File: config.mk
export PLATFORM = sky130hd
export DESIGN_NAME = ascon_wr_master
export DESIGN_NICKNAME = d
export VERILOG_FILES = /design/src/rtl/ascon_wr_master.sv
export SDC_FILE = /design/constraint.sdc
export NUM_CORES = 1
export LEC_CHECK = 0
export CAP_MARGIN = 0
export CORE_MARGIN = 1.5
export CORE_UTILIZATION = 30
export DETAILED_ROUTE_END_ITERATION = 6
export DONT_BUFFER_PORTS = 1
export PLACE_DENSITY_LB_ADDON = 0.1
export SYNTH_ARGS = -nofsm -noshare
export SYNTH_HDL_FRONTEND = slang
export SYNTH_SLANG_ARGS = --single-unit
File: constraint.sdc
create_clock -name iClk -period 2.9 [get_ports iClk]
set_input_delay 0.58 -clock iClk [delete_from_list [all_inputs] [get_ports iClk]]
set_output_delay 0.58 -clock iClk [all_outputs]
set_load 0.005 [all_outputs]
File: src/rtl/ascon_wr_master.sv
// ascon_wr_master: drains ASCON result words into memory over Avalon-MM.
// Ports: iClk/iRst (sync, active-high); start_i + d_addr_i/out_gap_i/
// length_i job config; wr_info_* per-frame FIFO pop; res_* core result
// stream; o*/i*_Master_Write Avalon write master; busy_o, done_o status.
// Optional ASCON_WR_PERF_CNT_EN adds stall_cnt_o (waitrequest cycles).
module ascon_wr_master #(
  parameter int ADDR_W     = 32,
  parameter int DATA_W     = 32,
  parameter int TAG_WORDS  = 4,
  parameter int HASH_WORDS = 8
) (
  input  logic              iClk,
  input  logic              iRst,
  input  logic              start_i,
  input  logic [ADDR_W-1:0] d_addr_i,
  input  logic [31:0]       out_gap_i,
  input  logic [31:0]       length_i,
  input  logic              wr_info_avail_i,
  input  logic [9:0]        wr_info_i,
  output logic              wr_info_req_o,
  input  logic [DATA_W-1:0] res_data_i,
  input  logic              res_vld_i,
  output logic              res_rdy_o,
  output logic [ADDR_W-1:0] oAddress_Master_Write,
  output logic              oWrite_Master_Write,
  output logic [DATA_W-1:0] oWriteData_Master_Write,
  output logic [3:0]        oByteEnable_Master_Write,
  input  logic              iWaitRequest_Master_Write,
  output logic              busy_o,
  output logic              done_o
`ifdef ASCON_WR_PERF_CNT_EN
  ,
  output logic [31:0]       stall_cnt_o
`endif
);

  localparam logic [2:0] S_IDLE  = 3'd0;
  localparam logic [2:0] S_CHECK = 3'd1;
  localparam logic [2:0] S_POP   = 3'd2;
  localparam logic [2:0] S_WRITE = 3'd3;
  localparam logic [2:0] S_NEXT  = 3'd4;
  localparam logic [2:0] S_DONE  = 3'd5;

  logic [2:0]        state;
  logic [31:0]       gap_q;
  logic [31:0]       len_q;
  logic [31:0]       frame_cnt;
  logic [ADDR_W-1:0] frame_base;
  logic [8:0]        word_total;
  logic [8:0]        words_taken;
  logic [8:0]        word_calc;
  logic              dec_f;
  logic              hash_f;
  logic [7:0]        ad_w;
  logic              accept;
  logic              wr_done;

  assign dec_f  = wr_info_i[9];
  assign hash_f = wr_info_i[8];
  assign ad_w   = wr_info_i[7:0];

  always_comb begin
    word_calc = '0;
    unique case (1'b1)
      hash_f:
        word_calc = 9'(HASH_WORDS);
      (!hash_f && dec_f):
        word_calc = {1'b0, ad_w} + 9'd1;
      (!hash_f && !dec_f):
        word_calc = {1'b0, ad_w} + 9'(TAG_WORDS);
      default:
        word_calc = '0;
    endcase
  end

  assign wr_done = oWrite_Master_Write
                 & ~iWaitRequest_Master_Write;

  // Output register can reload in the cycle its current write retires.
  assign res_rdy_o = (state == S_WRITE)
                   & (words_taken < word_total)
                   & (~oWrite_Master_Write
                      | ~iWaitRequest_Master_Write);

  assign accept        = res_vld_i & res_rdy_o;
  assign wr_info_req_o = (state == S_POP);
  assign busy_o        = (state != S_IDLE);
  assign done_o        = (state == S_DONE);
  assign oByteEnable_Master_Write = 4'hF;

  always_ff @(posedge iClk) begin
    if (iRst) begin
      state                   <= S_IDLE;
      gap_q                   <= '0;
      len_q                   <= '0;
      frame_cnt               <= '0;
      frame_base              <= '0;
      word_total              <= '0;
      words_taken             <= '0;
      oWrite_Master_Write     <= 1'b0;
      oAddress_Master_Write   <= '0;
      oWriteData_Master_Write <= '0;
    end else begin
      unique case (state)
        S_IDLE: begin
          if (start_i) begin
            gap_q      <= out_gap_i;
            len_q      <= length_i;
            frame_cnt  <= '0;
            frame_base <= d_addr_i;
            state      <= S_CHECK;
          end
        end
        S_CHECK: begin
          if (frame_cnt == len_q)
            state <= S_DONE;
          else if (wr_info_avail_i)
            state <= S_POP;
        end
        S_POP: begin
          word_total  <= word_calc;
          words_taken <= '0;
          state       <= S_WRITE;
        end
        S_WRITE: begin
          // All words taken: frame ends when the last one retires.
          if (words_taken == word_total && wr_done)
            state <= S_NEXT;
        end
        S_NEXT: begin
          frame_cnt  <= frame_cnt + 32'd1;
          frame_base <= frame_base + ADDR_W'(gap_q);
          state      <= S_CHECK;
        end
        S_DONE: begin
          state <= S_IDLE;
        end
        default: begin
          state <= S_IDLE;
        end
      endcase

      if (accept) begin
        oWrite_Master_Write     <= 1'b1;
        oWriteData_Master_Write <= res_data_i;
        oAddress_Master_Write   <= frame_base
          + ADDR_W'({words_taken, 2'b00});
        words_taken             <= words_taken + 9'd1;
      end else if (wr_done) begin
        oWrite_Master_Write <= 1'b0;
      end
    end
  end

`ifdef ASCON_WR_PERF_CNT_EN
  always_ff @(posedge iClk) begin
    if (iRst)
      stall_cnt_o <= '0;
    else if (state == S_IDLE && start_i)
      stall_cnt_o <= '0;
    else if (oWrite_Master_Write
             && iWaitRequest_Master_Write
             && stall_cnt_o != 32'hFFFF_FFFF)
      stall_cnt_o <= stall_cnt_o + 32'd1;
  end
`endif

endmodule

# Word-level counts from Yosys, hierarchy flattened
# Index checks and enable logic that the tools add are counted.
totals:
  out_inout_bits: 73
  wordCells: 61
  ff_bits: 214
  inputBits: 144
op_classes:
  bitwise: 7
  eq_ne: 10
  mux: 14
  n_lt_le_gt_ge: 1
  reduce_logical: 13
  n_addsub: 6
ops:
  columns: ["cell", "count"]
  rows:
  - ["32-bit one-hot mux with 2 select lines", 2]
  - ["32-bit 2-to-1 mux", 2]
  - ["32-bit by 1-bit adder with 32-bit output (second input constant)", 1]
  - ["32-bit by 11-bit adder with 32-bit output", 1]
  - ["32-bit adder", 1]
  - ["32-bit == test", 1]
  - ["9-bit one-hot mux with 3 select lines", 1]
  - ["9-bit 2-to-1 mux", 2]
  - ["3-bit one-hot mux with 5 select lines", 1]
  - ["3-bit 2-to-1 mux", 4]
  - ["8-bit by 1-bit adder with 9-bit output (second input constant)", 1]
  - ["8-bit by 3-bit adder with 9-bit output (second input constant)", 1]
  - ["9-bit by 1-bit adder with 9-bit output (second input constant)", 1]
  - ["9-bit == test", 1]
  - ["9-bit less-than comparator", 1]
  - ["3-bit by 2-bit == test with 1-bit output (second input constant)", 2]
  - ["3-bit == test (second input constant)", 2]
  - ["2-bit nonzero test", 3]
  - ["1-bit AND", 4]
  - ["2-bit AND reduction", 2]
  - ["3-bit by 1-bit == test with 1-bit output (second input constant)", 1]
  - ["1-bit logical AND", 3]
  - ["3-bit logical NOT", 1]
  - ["3-bit inequality test (second input constant)", 1]
  - ["8 further kinds", 11]

# Logic depth before layout (Yosys ltp)
# Gate-level depths: netlist of run 1.
depth:
  depth_word: 5
  depth_mapped: 11

# Worst setup path after synthesis of run 1
# Ideal clock, no wire load.
synth_path:
  kind: "flip-flop to flip-flop"
  startpoint: "register gap_q[0]"
  endpoint: "register frame_base[30]"
  t_required_ps: 2764
  setup_slack_ps: 399
  arrival_time_ps: 2364
  stages_incl_launch_ff: 11
  setup_ps: 136
  cell_sequence: "dfxtp_1 > ha_1 > fa_1 > a21o_1 > a31oi_4 > nor4_1 > o211a_1 > nor4b_4 > a2111oi_4 > xor2_1 > o22ai_1"
synth_via:
  elab_chain_len: 2
synth_lines:
  columns: ["item", "line_no", "rtl"]
  rows:
  - ["start, declared", "45", "logic [31:0] gap_q;"]
  - ["start signal, assigned", "107", "gap_q <= out_gap_i;"]
  - ["32-bit adder", "132", "frame_base <= frame_base + ADDR_W'(gap_q);"]
  - ["32-bit one-hot mux with 2 select lines", "104", "unique case (state)"]
  - ["end signal, assigned", "110", "frame_base <= d_addr_i;"]
  - ["end signal, assigned", "132", null]
  - ["end, declared", "48", "logic [ADDR_W-1:0] frame_base;"]
# No other way between the ends.
# A chain may end at the register's enable or synchronous reset.

# Worst setup path after layout of run 1
layout_path:
  startpoint: "register words_taken[8]"
  endpoint: "output res_rdy_o"
layout_via:
  elab_chain_len: 3
layout_lines:
  columns: ["item", "line_no", "rtl"]
  rows:
  - ["start, declared", "50", "logic [8:0] words_taken;"]
  - ["start signal, assigned", "148", "words_taken <= words_taken + 9'd1;"]
  - ["9-bit less-than comparator", "81", "& (words_taken < word_total)"]
  - ["1-bit AND", "81", null]
  - ["1-bit AND", "82", "& (~oWrite_Master_Write"]
  - ["end, declared", "23", "output logic res_rdy_o,"]
# No other way between the ends.

==> flow_metrics.env, run 1 <==
export IMPL_outcome="finished clean"
export IMPL_ys_seq_elements=214
export IMPL_cp_depth=4
export IMPL_period_share_pct=94.9
export IMPL_floorplan_rows=70
export IMPL_synth_avg_cell_area_um2=7.81
export IMPL_start_util_pct=30.6
export IMPL_reg2reg_depth=10
export IMPL_r2r_start="frame_base[0]"
export IMPL_drv_cap=0
export IMPL_finalSetupViolCount=0
export IMPL_slowest_stage="dfxtp_1"
export IMPL_grt_use_total_pct=18.4
export IMPL_seq_area_frac_synth_pct=38.0
export IMPL_slew_headroom_pct=50.3
export IMPL_num_vias=9930
export IMPL_cts_num_sinks=214
export IMPL_grt_max_degree=205
export IMPL_cts_tree="yes"
export IMPL_post_route_min_period_ns=2.75
export IMPL_dp_hpwl_mm=26.4
export IMPL_first_global_vias=9364
export IMPL_avgViaCountPerCell=5.19
export IMPL_ys_flop_type="dfxtp_1"
export IMPL_seqCellArea_um2=4280
export IMPL_clk_path_buf_depth=3
export IMPL_routedWlPerCell_um=19.1
export IMPL_pre_cts_ws_ns=0.195
export IMPL_core_um2=36800
export IMPL_power_switching_mw=2.09
export IMPL_drc_errors=0
export IMPL_ys_warn_count=0
export IMPL_antenna_found_initial=2
export IMPL_h_tree_depth=1
export IMPL_path_buf_inv=0
export IMPL_routabilityCongestion=0.879
export IMPL_grt_setup_unrepaired="false"
export IMPL_instances_no_fill=1912
export IMPL_seq_power_share_pct=41.9
export IMPL_area_delta_synth_final_pct=12.9
export IMPL_layout_setup_ws_ns=0.148
export IMPL_ant_nets=0
export IMPL_wl_mm=36.6
export IMPL_grt_overflow=0
export IMPL_clkPwrFrac_pct=45.2
export IMPL_cp_data_required_time_ns=2.32
export IMPL_critPathTopFamily="flip-flops"
export IMPL_path_max_fanout=4
export IMPL_drive_above_1_share_pct=7.00
export IMPL_power_mw=7.60
export IMPL_swShare_pct=27.5
export IMPL_max_clock_freq_ghz=0.363
export IMPL_hp_class="in2reg"
export IMPL_nNetsFinal=1620
export IMPL_path_clk_slew_ns=0.06
export IMPL_power_internal_mw=5.51
export IMPL_cp_endpoint="res_rdy_o"
export IMPL_ir_drop_mv=0.418
export IMPL_hold_slack_ns=0.0943
export IMPL_postCtsHoldBufs=0
export IMPL_fin_area_um2=12700
export IMPL_syn_area_um2=11300
export IMPL_p_leak_nw=4.54
export IMPL_cts_inserted_buffers=27
export IMPL_combPwrFrac_pct=12.9
export IMPL_finalSetupTns_ns=0
export IMPL_crit_arrival_ns=2.17
export IMPL_num_fill_cells=3952
export IMPL_fin_util_pct=34.6
export IMPL_tightestPinTransition_ns=0.741
export IMPL_slowest_delay_ns=0.47
export IMPL_first_pass_iters=5
export IMPL_place_inst=1860
export IMPL_drv_slew=0
export IMPL_io_buffers=0
export IMPL_dpl_cell_area_um2=11800
export IMPL_crit_chain="ha_1, a221o_1, nor2_1, and2_1"
export IMPL_die_w_um=197
export IMPL_async_reset_ff_share_pct=0
export IMPL_fp_dieArea_um2=38700
export IMPL_crit_type="reg2out"
export IMPL_power_density_nw_per_um2=597
export IMPL_finalClockSkew_ns=0.00981
export IMPL_grt_pass1_wl_mm=55.6
export IMPL_reg2reg_slack_ns=0.17
export IMPL_cts_root_buf="clkbuf_16"
export IMPL_dr_first_iter_drc_count=482
export IMPL_start_kind="register"
export IMPL_die_y_um=197
export IMPL_cp_startpoint="words_taken[8]"
export IMPL_rr_endpoint="frame_base[30]"
export IMPL_hold_viol_final=0
export IMPL_multiInputGateArea_um2=6560
export IMPL_insertion_delay_ns=0.55
export IMPL_cp_end_kind="output port"
export IMPL_postSynthCellCount=1443
export IMPL_ys_types=61
export IMPL_synth_edf_count=0
export IMPL_io_pins=217
-- kinds of logic (layout without fill, tap and decap cells) --
logic type / Yosys count / in the layout / synth area share [%]
and+or+nand+nor: 562 / 562 / 22.5
AOI/OAI and AO/OA: 403 / 403 / 21.6
DFF: 214 / 214 / 38.0
buffers and inverters: 113 / 109 / 4.10
xor gates and xnor gates: 89 / 89 / 6.92
adders and majority gates: 55 / 55 / 6.24
muxes: 6 / 6 / 0.577
other: 1 / 6 / 0.0333
-- power by group through the flow --
stage / clock, mW / sequential, mW / combinational [mW]
2_1_floorplan: 0 / 3.22 / 0.751
3_3_place_gp: 0 / 3.25 / 0.988
3_5_place_dp: 0 / 3.25 / 0.988
4_1_cts: 3.56 / 3.19 / 0.992
5_1_grt: 3.66 / 3.20 / 1.10
6_report: 3.43 / 3.19 / 0.978
-- per-layer routing --
layer  routed length (um)  GRT usage (%)  vias up
met2                16400           29.6      238
li1                     -              -     5053
met1                16600           24.0     4586
met5                    0              0        -
met3                 2510           5.00       53
met4                 1060           5.54        0
-- final cells by class --
type | instances | share of cell area [%]
Antenna cell | 2 | 0.0393
Inverter | 25 | 0.737
Timing Repair Buffer | 34 | 2.30
Multi-Input combinational cell | 1119 | 51.6
Sequential cell | 214 | 33.7
Clock inverter | 13 | 1.24
Clock buffer | 37 | 5.84
Tap cell | 468 | 4.60
-- cell usage in the layout (no fill, tap or decap), types with 7 or more instances in the layout --
cell and count:
nor2b_1 7, or3_1 12, ha_1 53, o21ai_0 45, clkbuf_16 27, nand3b_1 10, o211ai_1 11, xor2_1 19
inv_1 25, dfxtp_1 214, a31oi_1 9, a21oi_1 215, buf_4 31, nand2b_1 11, and2_1 8, nor2_1 79
clkbuf_1 7, and3_1 25, o22ai_1 10, nor3_1 17, or2_2 7, xnor2_1 70, a22oi_1 29, a21o_1 14
o21a_1 7, nand2_1 293, a211oi_1 19, nand4_1 27, nand3_1 48
-- synth_stat cells, drive strengths merged, types with 3 or more instances --
master	instances	area (um^2)
and4	4	35.0
inv	25	93.8
o21ai	46	230
a22oi	29	218
xor2	19	166
o22ai	10	62.6
a311oi	4	41.3
nand2	294	1100
nor2	80	300
and3	26	163
nand4	27	169
a211o	4	35.0
o21a	7	52.6
a21o	14	105
dfxtp	214	4280
or3	12	75.1
clkbuf	66	249
o211ai	11	82.6
nand3b	10	75.1
nor4	5	31.3
ha	53	663
a21oi	215	1080
a21boi	4	30.0
nor3	18	90.1
nand3	49	245
a41oi	4	35.0
nand2b	11	68.8
a31oi	10	77.6
o21bai	6	45.0
buf	22	119
nor2b	7	43.8
or2	7	43.8
a2111oi	3	45.1
mux2	4	45.0
xnor2	70	613
a211oi	20	150
o221ai	4	35.0
and2	9	56.3
-- registers in the layout (all words and copies together), names as in the netlist --
name,count
len_q,32
oWriteData_Master_Write,32
frame_base,32
word_total,9
words_taken,9
frame_cnt,32
oAddress_Master_Write,32
state,3
gap_q,32
oWrite_Master_Write,1
-- how the worst min path moves through the flow --
stage | startpoint | end | slack (ns) | cells after the start
4_1_cts | iRst | gap_q[31] | 0.08 | 1
2_1_floorplan | gap_q[0] | gap_q[0] | 0.44 | 2
3_5_place_dp | gap_q[24] | gap_q[24] | 0.45 | 2
3_3_place_gp | gap_q[30] | gap_q[30] | 0.45 | 2
5_1_grt | iRst | len_q[31] | 0.08 | 1
6_report | iRst | len_q[31] | 0.09 | 1
-- repair_timing --
action / 4_1_cts / 5_1_grt
gates resized for setup: 0 / 2
setup buffers: 0 / 0
setup endpoints to repair: 0 / 1
(Power assumes the default switching activity.)
==> run 2: changes to the inputs <==
CORE_MARGIN = 2   (was 1.5)
==> run 2 against run 1 <==
Effect of this change:
- final area grew 0.38%
- clock power is essentially flat
- combinational power grew 0.4%
- final cell count is essentially flat
- global-route usage shrank 0.30 points
- die area grew 1.0%
- highest routed layer unchanged
==> flow_metrics.env, run 2 (same netlist as run 1, synthesis figures left out) <==
export IMPL_outcome="finished clean"
export IMPL_max_clock_freq_ghz=0.364
export IMPL_finalSetupTns_ns=0
export IMPL_ir_drop_mv=0.396
export IMPL_drive_above_1_share_pct=7.49
export IMPL_mostFrequentLayoutCells="293 x nand2_1, 215 x a21oi_1, 214 x dfxtp_1"
export IMPL_num_vias=9866
export IMPL_floorplan_rows=70
export IMPL_crit_type="reg2out"
export IMPL_cp_data_required_time_ns=2.32
export IMPL_dr_first_iter_drc_count=555
export IMPL_path_max_fanout=4
export IMPL_cts_root_buf="clkbuf_16"
export IMPL_reg2reg_slack_ns=0.18
export IMPL_layout_commonest_cell="nand2_1"
export IMPL_cts_post_setup_buffers_inserted=0
export IMPL_layout_setup_ws_ns=0.155
export IMPL_avgViaCountPerCell=5.16
export IMPL_start_kind="register"
export IMPL_cp_startpoint="words_taken[1]"
export IMPL_nNetsFinal=1622
export IMPL_insertion_delay_ns=0.54
export IMPL_seqCellArea_um2=4280
export IMPL_rr_endpoint="frame_base[30]"
export IMPL_multiInputGateArea_um2=6580
export IMPL_cts_tree="yes"
export IMPL_fp_dieArea_um2=39100
export IMPL_ant_nets=0
export IMPL_routedWlPerCell_um=19.1
export IMPL_dp_hpwl_mm=26.6
export IMPL_cp_end_kind="output port"
export IMPL_p_leak_nw=4.58
export IMPL_core_um2=36800
export IMPL_first_global_vias=9555
export IMPL_cp_endpoint="res_rdy_o"
export IMPL_path_clk_slew_ns=0.06
export IMPL_grt_pass1_wl_mm=55.6
export IMPL_post_route_min_period_ns=2.74
export IMPL_crit_arrival_ns=2.16
export IMPL_drv_cap=0
export IMPL_die_y_um=198
export IMPL_r2r_start="frame_base[0]"
export IMPL_h_tree_depth=1
export IMPL_reg2reg_depth=10
export IMPL_hold_viol_final=0
export IMPL_grt_setup_unrepaired="false"
export IMPL_wl_mm=36.5
export IMPL_power_mw=7.63
export IMPL_power_density_nw_per_um2=597
export IMPL_cts_inserted_buffers=26
export IMPL_area_delta_synth_final_pct=13.4
export IMPL_grt_use_total_pct=18.1
export IMPL_num_fill_cells=3917
export IMPL_finalSetupViolCount=0
export IMPL_routabilityCongestion=0.888
export IMPL_clk_path_buf_depth=3
export IMPL_tightestPinTransition_ns=0.961
export IMPL_drv_slew=0
export IMPL_antenna_found_initial=1
export IMPL_drc_errors=0
export IMPL_grt_overflow=0
export IMPL_slew_headroom_pct=35.8
export IMPL_die_w_um=198
export IMPL_cts_num_sinks=214
export IMPL_hp_class="in2reg"
export IMPL_hold_slack_ns=0.0953
export IMPL_finalClockSkew_ns=0.0245
export IMPL_grt_max_degree=205
export IMPL_period_share_pct=94.7
export IMPL_first_pass_iters=5
export IMPL_start_util_pct=30.6
export IMPL_pre_cts_ws_ns=0.187
export IMPL_io_pins=217
export IMPL_io_buffers=0
-- run 2: worst min-delay path by stage --
stage / start / endpoint / slack, ns / cells after the start
floorplan: gap_q[0] / gap_q[0] / 0.44 / 2
global placement: gap_q[25] / gap_q[25] / 0.45 / 2
detailed placement: gap_q[24] / gap_q[24] / 0.45 / 2
CTS: iRst / len_q[3] / 0.07 / 1
global route: iRst / len_q[31] / 0.07 / 1
finish: iRst / len_q[31] / 0.1 / 1
-- run 2: stage by stage --
step                util [%]  cells  instance area, um^2
floorplan                  -   1446                11300
global route            34.7   1910                12800
detailed placement      32.1   1863                11800
CTS                     34.7   1910                12700
global placement        32.1   1863                11800
finish                  34.7   1911                12800
-- run 2: what timing repair did --
| action | in CTS | in global routing |
|---|---|---|
| setup endpoints to repair | 0 | 6 |
| hold buffers | 0 | 0 |
| resized for setup | 0 | 5 |
-- run 2: area by class of cell --
type                            count  area share (%)
Tap cell                          468            4.58
Inverter                           25           0.735
Multi-Input combinational cell   1119            51.5
Sequential cell                   214            33.5
Clock buffer                       38            6.15
Clock inverter                      9            1.07
Timing Repair Buffer               37            2.37
Antenna cell                        1          0.0196
-- run 2: power breakdown --
| group | internal (mW) | leakage (nW) | total, mW | switching (mW) |
|---|---|---|---|---|
| clock network | 2.14 | 0.450 | 3.46 | 1.32 |
| logic | 0.379 | 2.39 | 0.982 | 0.602 |
| registers | 3.07 | 1.74 | 3.19 | 0.116 |
| total | 5.59 | 4.58 | 7.63 | 2.04 |
-- run 2: critical path, cell delays in order (launching register included) --
cell      delay (ns)
dfxtp_1         0.33
buf_4           0.16
ha_1            0.28
nor2b_1         0.13
o21a_1          0.16
o211ai_1        0.16
a31o_2          0.21
and2_1          0.19
-- run 2: routing by layer --
metal | routed length, um | global-route usage [%] | part of all wire (%)
met3 | 2600 | 4.82 | 7.1
met4 | 752 | 4.48 | 2.1
met2 | 16500 | 29.7 | 45
met1 | 16700 | 23.6 | 46
met5 | 0 | 0 | 0
==> run 3: changes to the inputs <==
--- a/config.mk
+++ b/config.mk
@@ -12,4 +12,5 @@
 export DONT_BUFFER_PORTS = 1
 export PLACE_DENSITY_LB_ADDON = 0.1
+export SKIP_LAST_GASP = 1
 export SYNTH_ARGS = -nofsm -noshare
 export SYNTH_HDL_FRONTEND = slang
==> constraint.sdc (replaced) <==
create_clock -name iClk -period 2.9 [get_ports iClk]
set_input_delay 0.58 -clock iClk [delete_from_list [all_inputs] [get_ports iClk]]
set_output_delay 0.58 -clock iClk [all_outputs]
set_load 0.01 [all_outputs]
==> run 3 against run 2 <==
Effect of this change:
- sequential share of layout area up 0.14 points
- critical path type unchanged
- fmax fell by 0.50%
- die area is the same
- largest cell class unchanged
- final cell count is 0.16% higher
==> flow_metrics.env, run 3 (same netlist as run 1, synthesis figures left out) <==
export IMPL_rr_endpoint="frame_base[30]"
export IMPL_layout_commonest_cell="nand2_1"
export IMPL_area_delta_synth_final_pct=12.9
export IMPL_die_w_um=198
export IMPL_insertion_delay_ns=0.57
export IMPL_grt_pass1_wl_mm=55.3
export IMPL_min_path_cells=1
export IMPL_grt_setup_unrepaired="false"
export IMPL_finalSetupTns_ns=0
export IMPL_fp_dieArea_um2=39100
export IMPL_first_pass_iters=4
export IMPL_cp_data_required_time_ns=2.32
export IMPL_path_clk_slew_ns=0.06
export IMPL_routedWlPerCell_um=19.1
export IMPL_dpl_cell_area_um2=11800
export IMPL_floorplan_rows=70
export IMPL_tightestPinTransition_ns=0.969
export IMPL_io_buffers=0
export IMPL_num_fill_cells=3952
export IMPL_antenna_found_initial=1
export IMPL_core_um2=36800
export IMPL_start_kind="register"
export IMPL_dr_first_iter_drc_count=535
export IMPL_cts_num_sinks=214
export IMPL_start_util_pct=30.6
export IMPL_path_max_fanout=4
export IMPL_routabilityCongestion=0.883
export IMPL_place_inst=1863
export IMPL_fin_area_um2=12700
export IMPL_slew_headroom_pct=35.2
export IMPL_power_density_nw_per_um2=593
export IMPL_crit_type="reg2out"
export IMPL_die_y_um=198
export IMPL_cts_root_buf="clkbuf_16"
export IMPL_grt_use_total_pct=18.1
export IMPL_outcome="finished clean"
export IMPL_cp_end_kind="output port"
export IMPL_avgViaCountPerCell=5.16
export IMPL_ir_drop_mv=0.417
export IMPL_h_tree_depth=1
export IMPL_first_global_vias=9525
export IMPL_grt_overflow=0
export IMPL_r2r_start="frame_base[0]"
export IMPL_max_clock_freq_ghz=0.362
export IMPL_drc_errors=0
export IMPL_drive_above_1_share_pct=7.27
export IMPL_cts_post_setup_buffers_inserted=0
export IMPL_seqCellArea_um2=4280
export IMPL_instances_no_fill=1914
export IMPL_period_share_pct=95.1
export IMPL_p_leak_nw=4.56
export IMPL_drv_slew=0
export IMPL_multiInputGateArea_um2=6570
export IMPL_clk_path_buf_depth=3
export IMPL_cts_inserted_buffers=27
export IMPL_ant_nets=0
export IMPL_io_pins=217
export IMPL_fin_util_pct=34.6
export IMPL_reg2reg_depth=10
export IMPL_nNetsFinal=1623
export IMPL_reg2reg_slack_ns=0.24
export IMPL_hold_viol_final=0
export IMPL_post_route_min_period_ns=2.76
export IMPL_finalClockSkew_ns=0.0329
export IMPL_drv_cap=0
export IMPL_dp_hpwl_mm=26.5
export IMPL_whs_endpoint="len_q[31]"
export IMPL_num_vias=9880
export IMPL_hp_class="in2reg"
export IMPL_hp_start="iRst"
export IMPL_grt_max_degree=205
export IMPL_finalSetupViolCount=0
export IMPL_cts_tree="yes"
export IMPL_crit_arrival_ns=2.18
export IMPL_wl_mm=36.6
export IMPL_mostFrequentLayoutCells="293 x nand2_1, 215 x a21oi_1, 214 x dfxtp_1"
run 3: where the power goes:
part,internal [mW],total (mW),leakage [nW],switching (mW)
Combinational,0.379,0.986,2.39,0.608
Sequential,3.07,3.19,1.74,0.119
Clock,2.01,3.36,0.436,1.36
Total,5.46,7.54,4.56,2.08
run 3: worst max-delay path by stage:
stage                                end  cells after the start      startpoint
after floorplan           frame_base[30]                     10        gap_q[0]
after global placement    frame_base[30]                     10        gap_q[0]
after detailed placement  frame_base[30]                     10   frame_base[0]
after CTS                      res_rdy_o                      7  words_taken[1]
after global routing      frame_base[30]                     10   frame_base[0]
final                          res_rdy_o                      7  words_taken[1]
run 3: through the flow:
| step | worst slack (ns) | total power [mW] | hold WS (ns) |
|---|---|---|---|
| final | 0.141 | 7.54 | 0.0728 |
| after global placement | 0.210 | 4.26 | 0.449 |
| after CTS | 0.104 | 7.67 | 0.0698 |
| after detailed placement | 0.157 | 4.26 | 0.451 |
| after global routing | 0.0106 | 7.91 | 0.0606 |
| after floorplan | 0.399 | 3.97 | 0.441 |
run 3: per-layer routing:
| metal | wire length (um) | part of all wire, % | vias up | track usage, % |
|---|---|---|---|---|
| li1 | - | - | 5031 | - |
| met5 | 0 | 0 | - | 0 |
| met4 | 1140 | 3.1 | 0 | 5.88 |
| met2 | 16300 | 45 | 236 | 29.4 |
| met1 | 16500 | 45 | 4560 | 23.1 |
| met3 | 2670 | 7.3 | 53 | 5.09 |
run 3: area by class of cell:
type / count / area share [%]
inverters: 25 / 0.738
repair buffers: 37 / 2.38
clock inverters: 11 / 0.875
clock buffers: 38 / 6.03
flip-flops and latches: 214 / 33.7
well taps: 468 / 4.60
diodes: 2 / 0.0393
multi-input cells: 1119 / 51.7
run 3: what timing repair did:
item                                    CTS  global route
hold buffers                              0             0
gates resized for setup                   0             4
endpoints found under the setup margin    0             5
run 3: critical path: stages (launching register included):
cell	delay, ns
dfxtp_1	0.32
buf_4	0.16
ha_1	0.28
nor2b_1	0.13
o21a_1	0.16
o211ai_1	0.16
a31o_2	0.21
and2_1	0.22
